## src/rtl/axil_pkg.sv

```systemverilog
// Shared types and constants for the AXI4-Lite request arbiter.
// Holds the sequencer state encoding and the op-code values.
package axil_pkg;

    typedef enum logic [1:0] {
        IDLE  = 2'd0,
        ISSUE = 2'd1,
        WAIT  = 2'd2,
        RESP  = 2'd3
    } state_t;

    localparam int ADDR_WIDTH_DEF = 2;
    localparam int DATA_WIDTH_DEF = 8;

    localparam logic OP_READ  = 1'b0;
    localparam logic OP_WRITE = 1'b1;

endpackage

```

## src/rtl/axil_req_arbiter_rr_pick.sv

```systemverilog
// Combinational round-robin picker: first set request bit at or
// above the pointer, wrapping around the requester count.
module rr_pick #(
    parameter int N_REQ = 2,
    parameter int IDX_W = 1
) (
    input  logic [N_REQ-1:0] req_i,
    input  logic [IDX_W-1:0] rr_ptr_i,
    output logic [IDX_W-1:0] grant_o,
    output logic             any_req_o
);

    int idx;

    // Walk offsets from the far end so the nearest offset wins last.
    always_comb begin
        grant_o   = '0;
        any_req_o = 1'b0;
        idx       = 0;
        for (int k = N_REQ - 1; k >= 0; k--) begin
            idx = int'(rr_ptr_i) + k;
            if (idx >= N_REQ) begin
                idx = idx - N_REQ;
            end
            if (req_i[idx]) begin
                grant_o   = IDX_W'(idx);
                any_req_o = 1'b1;
            end
        end
    end

endmodule

```

## src/rtl/axil_req_arbiter.sv

```systemverilog
// Shares one AXI4-Lite master command port between N_REQ requesters:
// round-robin grant, one start pulse, wait for done or timeout, respond.
module axil_req_arbiter
    import axil_pkg::*;
#(
    parameter int N_REQ      = 2,
    parameter int ADDR_WIDTH = ADDR_WIDTH_DEF,
    parameter int DATA_WIDTH = DATA_WIDTH_DEF,
    parameter int TIMEOUT    = 32
) (
    input  logic                        clk,
    input  logic                        rst_n,
    input  logic [N_REQ-1:0]            req_valid,
    input  logic [N_REQ-1:0]            req_write,
    input  logic [N_REQ*ADDR_WIDTH-1:0] req_addr,
    input  logic [N_REQ*DATA_WIDTH-1:0] req_wdata,
    output logic [N_REQ-1:0]            rsp_valid,
    output logic                        rsp_err,
    output logic [DATA_WIDTH-1:0]       rsp_rdata,
    output logic                        busy,
    output logic                        mst_start_write,
    output logic                        mst_start_read,
    output logic [ADDR_WIDTH-1:0]       mst_waddr,
    output logic [ADDR_WIDTH-1:0]       mst_raddr,
    output logic [DATA_WIDTH-1:0]       mst_wdata,
    input  logic                        mst_done,
    input  logic [DATA_WIDTH-1:0]       mst_rdata
);

    localparam int IDX_W = (N_REQ > 1) ? $clog2(N_REQ) : 1;
    localparam int CNT_W = $clog2(TIMEOUT);

    state_t                state_q, state_d;
    logic [IDX_W-1:0]      gnt_q, gnt_d;
    logic [IDX_W-1:0]      ptr_q, ptr_d;
    logic                  op_q, op_d;
    logic [ADDR_WIDTH-1:0] addr_q, addr_d;
    logic [DATA_WIDTH-1:0] wdata_q, wdata_d;
    logic [DATA_WIDTH-1:0] rdata_q, rdata_d;
    logic                  err_q, err_d;
    logic [CNT_W-1:0]      cnt_q, cnt_d;

    logic [IDX_W-1:0]      pick;
    logic                  any_req;

    rr_pick #(
        .N_REQ (N_REQ),
        .IDX_W (IDX_W)
    ) u_pick (
        .req_i     (req_valid),
        .rr_ptr_i  (ptr_q),
        .grant_o   (pick),
        .any_req_o (any_req)
    );

    always_ff @(posedge clk) begin
        if (!rst_n) begin
            state_q <= IDLE;
            gnt_q   <= '0;
            ptr_q   <= '0;
            op_q    <= OP_READ;
            addr_q  <= '0;
            wdata_q <= '0;
            rdata_q <= '0;
            err_q   <= 1'b0;
            cnt_q   <= '0;
        end else begin
            state_q <= state_d;
            gnt_q   <= gnt_d;
            ptr_q   <= ptr_d;
            op_q    <= op_d;
            addr_q  <= addr_d;
            wdata_q <= wdata_d;
            rdata_q <= rdata_d;
            err_q   <= err_d;
            cnt_q   <= cnt_d;
        end
    end

    always_comb begin
        state_d = state_q;
        gnt_d   = gnt_q;
        ptr_d   = ptr_q;
        op_d    = op_q;
        addr_d  = addr_q;
        wdata_d = wdata_q;
        rdata_d = rdata_q;
        err_d   = err_q;
        cnt_d   = cnt_q;

        unique case (state_q)
            IDLE: begin
                if (any_req) begin
                    gnt_d   = pick;
                    op_d    = req_write[pick];
                    addr_d  = req_addr[pick*ADDR_WIDTH +: ADDR_WIDTH];
                    wdata_d = req_wdata[pick*DATA_WIDTH +: DATA_WIDTH];
                    state_d = ISSUE;
                end
            end
            ISSUE: begin
                cnt_d   = '0;
                state_d = WAIT;
            end
            WAIT: begin
                if (mst_done) begin
                    rdata_d = (op_q == OP_WRITE) ? '0 : mst_rdata;
                    err_d   = 1'b0;
                    state_d = RESP;
                end else if (cnt_q == CNT_W'(TIMEOUT - 1)) begin
                    rdata_d = '0;
                    err_d   = 1'b1;
                    state_d = RESP;
                end else begin
                    cnt_d = cnt_q + 1'b1;
                end
            end
            RESP: begin
                ptr_d   = (gnt_q == IDX_W'(N_REQ - 1)) ? '0 : gnt_q + 1'b1;
                state_d = IDLE;
            end
            default: state_d = IDLE;
        endcase
    end

    always_comb begin
        rsp_valid       = '0;
        rsp_err         = 1'b0;
        rsp_rdata       = '0;
        busy            = (state_q != IDLE);
        mst_start_write = (state_q == ISSUE) && (op_q == OP_WRITE);
        mst_start_read  = (state_q == ISSUE) && (op_q == OP_READ);
        mst_waddr       = '0;
        mst_raddr       = '0;
        mst_wdata       = '0;
        // The unused address channel stays at zero for the whole transaction.
        if (state_q != IDLE) begin
            mst_waddr = (op_q == OP_WRITE) ? addr_q : '0;
            mst_raddr = (op_q == OP_READ) ? addr_q : '0;
            mst_wdata = wdata_q;
        end
        if (state_q == RESP) begin
            rsp_valid[gnt_q] = 1'b1;
            rsp_err          = err_q;
            rsp_rdata        = rdata_q;
        end
    end

endmodule

```

## config.mk

```make
export PLATFORM = sky130hd
export DESIGN_NAME = axil_req_arbiter
export DESIGN_NICKNAME = d
export VERILOG_FILES = /design/src/rtl/axil_pkg.sv /design/src/rtl/axil_req_arbiter_rr_pick.sv /design/src/rtl/axil_req_arbiter.sv
export SDC_FILE = /design/constraint.sdc
export NUM_CORES = 1
export LEC_CHECK = 0
export CAP_MARGIN = 20
export CORE_MARGIN = 3
export CORE_UTILIZATION = 43
export DETAILED_ROUTE_END_ITERATION = 10
export PLACE_DENSITY_LB_ADDON = 0.05
export REMOVE_ABC_BUFFERS = 1
export SLEW_MARGIN = 20
export SYNTH_ARGS = -nofsm -noshare
export SYNTH_HDL_FRONTEND = slang
export SYNTH_SLANG_ARGS = --single-unit
```

## constraint.sdc

```tcl
create_clock -name clk -period 2.15 [get_ports clk]
set_input_delay 0.3225 -clock clk [delete_from_list [all_inputs] [get_ports clk]]
set_output_delay 0.3225 -clock clk [all_outputs]
set_load 0.05 [all_outputs]
```

# --- Word level (Yosys, flattened, before mapping) ---
# Cells that the tools add are included.
classes:
  shifts: 2
  bitwise_logic: 1
  n_reduce_logical: 11
  order_cmp: 7
  n_mux: 37
  add_sub_neg: 5
  eq_ne: 8
op_table:
  columns: ["cell", "n"]
  rows:
  - ["< comparator 32 x 3 -> 1 bit (second input constant)", 2]
  - ["2-to-1 mux 32 bit", 2]
  - ["2-to-1 mux 8 bit", 5]
  - ["greater-or-equal comparator 32 x 3 -> 1 bit (second input constant)", 1]
  - ["subtractor 32 x 3 -> 32 bit (second input constant)", 1]
  - ["2-to-1 mux 1 bit", 17]
  - ["2-to-1 mux 2 bit", 8]
  - ["variable part select 16 x 5 -> 8 bit", 1]
  - ["2-to-1 mux 5 bit", 2]
  - ["one-hot mux 5 bit (2 select lines)", 1]
  - ["one-hot mux 2 bit (4 select lines)", 1]
  - ["!= test 2 bit (second input constant)", 3]
  - ["AND reduction 2 bit", 3]
  - ["nonzero test 2 bit", 3]
  - ["adder 5 x 1 -> 5 bit (second input constant)", 1]
  - ["equality test 5 bit (second input constant)", 1]
  - ["equality test 2 bit (second input constant)", 2]
  - ["< comparator 1 x 2 -> 1 bit (second input constant)", 2]
  - ["variable part select 4 x 3 -> 2 bit", 1]
  - ["logical AND 1 bit", 3]
  - ["!= test 3 bit (second input constant)", 1]
  - ["AND reduction 3 bit", 1]
  - ["subtractor 1 x 2 -> 3 bit (second input constant)", 1]
  - ["adder 1 x 1 -> 2 bit (second input constant)", 1]
  - ["7 further kinds", 7]
totals:
  output_inout_bits: 26
  regBits: 29

# --- Longest topological paths before layout ---
depth:
  ltp_word: 10
  mapped_depth: 7
  mapped_depth_nobuf: 6

# --- Hierarchy ---
# Synthesis repeated with hierarchy kept, for this count alone.
unflattened:
  hier_cells: 164
  area_unflattened_um2: 1486.4
modules_own_cells:
  columns: ["mod", "area_per_inst_um2", "seq_area_each_um2", "instances", "cells_per_inst"]
  rows:
  - ["axil_req_arbiter", 1468.9, 580.6, 1, 161]
  - ["rr_pick", 17.5, 0.0, 1, 3]

# --- Least setup slack after synthesis ---
# Ideal clock, no wire load.
synth_timing:
  path_kind: "reg-to-output"
  start: "register state_q[0]"
  end: "output mst_raddr[0]"
  path_buffers: 1
  arrival_ns: 2.028
  slack_ns: -0.200
  required_time_ns: 1.827
  path_stages_with_launch: 5
  cell_sequence: "dfxtp_1 > inv_1 > ha_1 > clkbuf_1 > nor3b_1"
synth_via:
  elab_chain_cells: 2
synth_lines:
  columns: ["item", "line_no", "source"]
  rows:
  - ["start: declaration", "axil_req_arbiter.sv:33", "state_t state_q, state_d;"]
  - ["start signal: assignment", "axil_req_arbiter.sv:68", "state_q <= state_d;"]
  - ["nonzero test 2 bit", "axil_req_arbiter.sv:137", "if (state_q != IDLE) begin"]
  - ["2-to-1 mux 2 bit", "axil_req_arbiter.sv:137", null]
  - ["end: declaration", "axil_req_arbiter.sv:24", "output logic [ADDR_WIDTH-1:0] mst_raddr,"]
# No other way between the ends.

# --- Worst setup path in the final report ---
layout_timing:
  start: "register state_q[0]"
  end: "output mst_raddr[1]"
# Same word-level chain as after synthesis.

==> run summary <==
Synth top area share: 38.9%
DRT Wirelength: 4.10 mm
Crit Reg-Reg Endpoint: state_q[0]$_SDFFE_PN0P_
CP startpoint: state_q[0]$_SDFFE_PN0P_
Avg WL per Cell: 14.8 um
CTS H-tree depth: 2
slew at the pin closest to its max-slew limit: 0.475 ns
TritonCTS buffer count: 5
commonest cells after routing, fill and taps aside: clkdlybuf4s50_1 (34), dfxtp_1 (29), o21ai_0 (23)
Setup Viol. Count Final: 0
vias per cell: 5.42
CTS Buffer Depth: 2
WS Path Type: reg -> out
Mean Syn Cell Area: 8.47 um^2
Die Span X: 64.9 um
worst flop-to-flop path startpoint: cnt_q[0]$_SDFFE_PN0P_
I/O Buffers: 60
Pre-Repair DR Iteration Count: 4
TNS Setup: 0 ns
DRC: 0
gr usage total: 20.4%
vias in the first global route: 1573
met2 usage: 38.7%
Remaining Overflow, GRT: 0
Die ar.: 4210 um^2
DIE HEIGHT: 64.9 um
M1 GR Usage: 20.4%
fin crit period: 2.03 ns
Worst slew margin: 68.2%
post-route ant nets: 0
synth warn: 0
Tcrit/Tclk final: 94.5%
Rows: 20
Final Hold Fails: 0
Hold WC Path Type: reg -> reg
post-synth cell types: 33
P_leak: 0.924 nW
fill count: 244
CTS Root Buffer Type: clkbuf_4
EDFF count, synth: 0
Post-DP Area: 2210 um^2
Syn Std Cell Area: 1490 um^2
Peak VDD IR: 612 uV
Area Overhead vs Synth: 52.9%
Pins Over Slew Limit: 0
Nets: 274
Placed Instances: 270
R2R depth: 6
DP HPWL: 3.04 mm
max_cap viols: 0
outcome: complete, no violations
asr flop ratio synth: 0%
Most used DFF post-synth: dfxtp_1
Tot Pwr: 2.54 mW
Post-Route Skew: 0.00374 ns
Syn Inst Count: 176
area of the multi-input gates: 836 um^2
worst skew pair latency: 0.33 ns
Clock Sink Count: 29
CTS clk-pin slew, worst paths: 0.10 ns
layout cell share with drive strength beyond 1: 17.5%
1st-iter DRT viols: 116
initial antenna violation count: 0
GRT busiest layer: met2
n_diodes: 0
Non-Filler Instances: 278
Setup crit end: mst_raddr[1]
pin count of the biggest net entering global routing: 19
Core Area: 3180 um^2
Vias: 1506
register area share after synthesis: 38.9%
crit path capture type: output pin
first-pass GRT wire length: 6.70 mm
Synth area leader: dfxtp_1
register area: 581 um^2
Critical Path AT: 1.71 ns
CTS tree: built
Placer Congestion: 0.811
io pins: 61
GR Util met3: 7.28%
FF+latch count, synth: 29
Crit path required time: 1.83 ns
CP max FO: 14
Post-Layout Inst Area: 2280 um^2
Initial Util: 46.9%
most common cell after layout, fill and taps aside: clkdlybuf4s50_1
Synth area leaders: dfxtp_1 (39%), o21ai_0 (7.7%), nor2b_1 (7.6%)
PwrDens: 1120 nW/um^2
r2r setup slk: 0.33 ns
Critical Path Start Type: flip-flop
fmax: 492 MHz
RSZ-0062 raised after global routing: false
worst max-delay path: stages (launching register included):
cell and delay (ns):
dfxtp_1 0.41, inv_1 0.09, ha_2 0.29, nor3b_1 0.40
buf_12 0.19
layer usage:
layer  part of all wire [%]  vias up  wire length [um]
met5                      0        -                 0
met4                   0.88        0                36
met3                    7.8        6               319
met2                     52       57              2130
met1                     39      704              1620
li1                       -      739                 -
state kept, by name (all words and copies together), names as in the netlist:
name	flops
gnt_q	1
ptr_q	1
rdata_q	8
addr_q	2
cnt_q	5
op_q	1
err_q	1
wdata_q	8
state_q	2
through the flow:
| stage | hold slack, ns | utilization (%) | setup slack, ns |
|---|---|---|---|
| CTS | 0.496 | 71.8 | 0.126 |
| finish | 0.496 | 71.8 | 0.119 |
| detailed placement | 0.474 | 69.5 | 0.298 |
| global route | 0.515 | 71.8 | 0.0323 |
| global placement | 0.463 | 69.5 | 0.354 |
| floorplan | 0.436 | - | -0.102 |
power by group:
group	internal [mW]	switching, mW
combinational	0.600	0.806
clock	0.189	0.202
sequential	0.661	0.0851
total	1.45	1.09
cells in the mapped netlist (2+ instances only):
cell type / n
nand3_1: 13
ha_1: 6
a22oi_1: 8
o21ai_0: 23
nand2b_1: 4
inv_1: 5
nor2b_1: 18
and3_1: 3
nand2_1: 7
nor2_1: 3
dfxtp_1: 29
a31oi_1: 11
nand3b_1: 2
a21oi_1: 2
nor3b_1: 2
and2_1: 12
a21boi_0: 2
clkbuf_1: 9
mux2i_1: 3
layout make-up:
class,count,share of cell area (%)
timing repair buffer,63,31.6
clock inverter,1,0.219
clock buffer,7,2.85
sequential,29,25.5
inverter,5,0.823
multi-input combinational,129,36.6
tap,44,2.41
cells by family after synthesis:
| kind of cell | share of synthesized area (%) |
|---|---|
| compound gates | 21.6 |
| fa+ha+maj | 5.03 |
| buf+inv | 5.20 |
| flops | 38.9 |
| mux | 2.01 |
| simple gates | 27.2 |
how the worst min path moves through the flow:
| stage | startpoint | endpoint | slack (ns) | depth (start not counted) |
|---|---|---|---|---|
| final | err_q$_SDFFE_PN0P_ | err_q$_SDFFE_PN0P_ | 0.50 | 2 |
| after global routing | err_q$_SDFFE_PN0P_ | err_q$_SDFFE_PN0P_ | 0.51 | 2 |
| after CTS | err_q$_SDFFE_PN0P_ | err_q$_SDFFE_PN0P_ | 0.50 | 2 |
| after detailed placement | err_q$_SDFFE_PN0P_ | err_q$_SDFFE_PN0P_ | 0.47 | 2 |
| after global placement | err_q$_SDFFE_PN0P_ | err_q$_SDFFE_PN0P_ | 0.46 | 2 |
| after floorplan | rst_n | err_q$_SDFFE_PN0P_ | 0.44 | 2 |
what timing repair did:
action,4_1_cts,5_1_grt
resized for setup,1,0
hold buffers,0,0
setup buffers,0,0
setup endpoints to repair,3,0
(Power assumes the default switching activity.)
==> edit, RTL diff (same settings) <==
Reset style: asynchronous (`rst_n`), changed in one clocked block.
--- a/src/rtl/axil_req_arbiter.sv
+++ b/src/rtl/axil_req_arbiter.sv
@@ -55,3 +55,3 @@
 
-    always_ff @(posedge clk) begin
+    always_ff @(posedge clk or negedge rst_n) begin
         if (!rst_n) begin
Formal check against the unedited RTL: differs if rst_n is asserted again (counterexample within 4 cycles, from zero or initial values and one cycle with rst_n low); with rst_n held inactive, the same outputs for 10 cycles.
==> edit against the original RTL <==
Wire length down 1.4%; fmax rose by 1.7%; clock power down 5%; global-route usage grew 0.84 points; synthesized area is 0.84% higher; via count is 5.6% lower; final area up 6.3%; total power is 52% higher; final cell count is 3.6% lower; sequential cell count stayed put; worst setup slack gained 0.035 ns; synthesized cell count fell by 11%; critical endpoint is now mst_wdata[6].
==> edit: results <==
[logic_synthesis]
synth_compound_area_share_pct = 16.8
ys_seq_area_share_pct = 48.3
synthDistinctLibCells = 26
syn-mean-instance-area_um2 = 9.58
muxShareOfSynthArea_pct = 3.00

[global_route]
grt_pass1_wl_mm = 6.79
grt_pass1_vias = 1514
grt.met3_usage_pct = 8.55
grt.total_usage_pct = 21.2

[power_and_ir_drop]
power.total_mw = 3.85
ir_drop_mv = 1.08
p_leak_nw = 1.08
p_sw_mw = 1.76
comb_power_share_pct = 65.6

[placed_design]
pre_cts_slack_ns = 0.232
dpl_cell_area_mm2 = 0.00235

[finish]
multi_input_area_share_pct = 30.1
drive_gt1_share_pct = 20.1

[route]
route.vias.total = 1422
wl_met1_mm = 1.66
route.met2.wl_mm = 2.02

[status]
status = complete, no violations

[sta]
fin_skew_ns = 0.0100
tightest_slew_ns = 0.509

[worst_hold_path]
hold_class = input port to asynchronous set/reset pin

[worst_setup_path]
critPathArrivalTime_ns = 1.67
[edit: cell count changes after synthesis, sizes merged, moves of 2 or more]
cell / delta
dfxtp: -29
o21ai: -10
dfrtp: +29
clkbuf: -4
a21boi: -2
nor2b: -7
nand2b: -2
a22o: +8
nand2: +2
nand3b: -2
nor2: +12
a22oi: -8
nand3: -2
[edit: final timing paths]
check                                        from                endpoint  slack, ns
setup / recovery           state_q[0]$_DFFE_PN0P_            mst_wdata[6]       0.15
setup reg to reg             cnt_q[0]$_DFFE_PN0P_  state_q[1]$_DFFE_PN0P_       0.21
min in group clk           rdata_q[1]$_DFFE_PN0P_  rdata_q[1]$_DFFE_PN0P_       0.50
hold / removal                              rst_n  state_q[0]$_DFFE_PN0P_       0.37
max in group asynchronous                   rst_n  rdata_q[0]$_DFFE_PN0P_       1.50
hold reg to reg            rdata_q[1]$_DFFE_PN0P_  rdata_q[1]$_DFFE_PN0P_       0.50
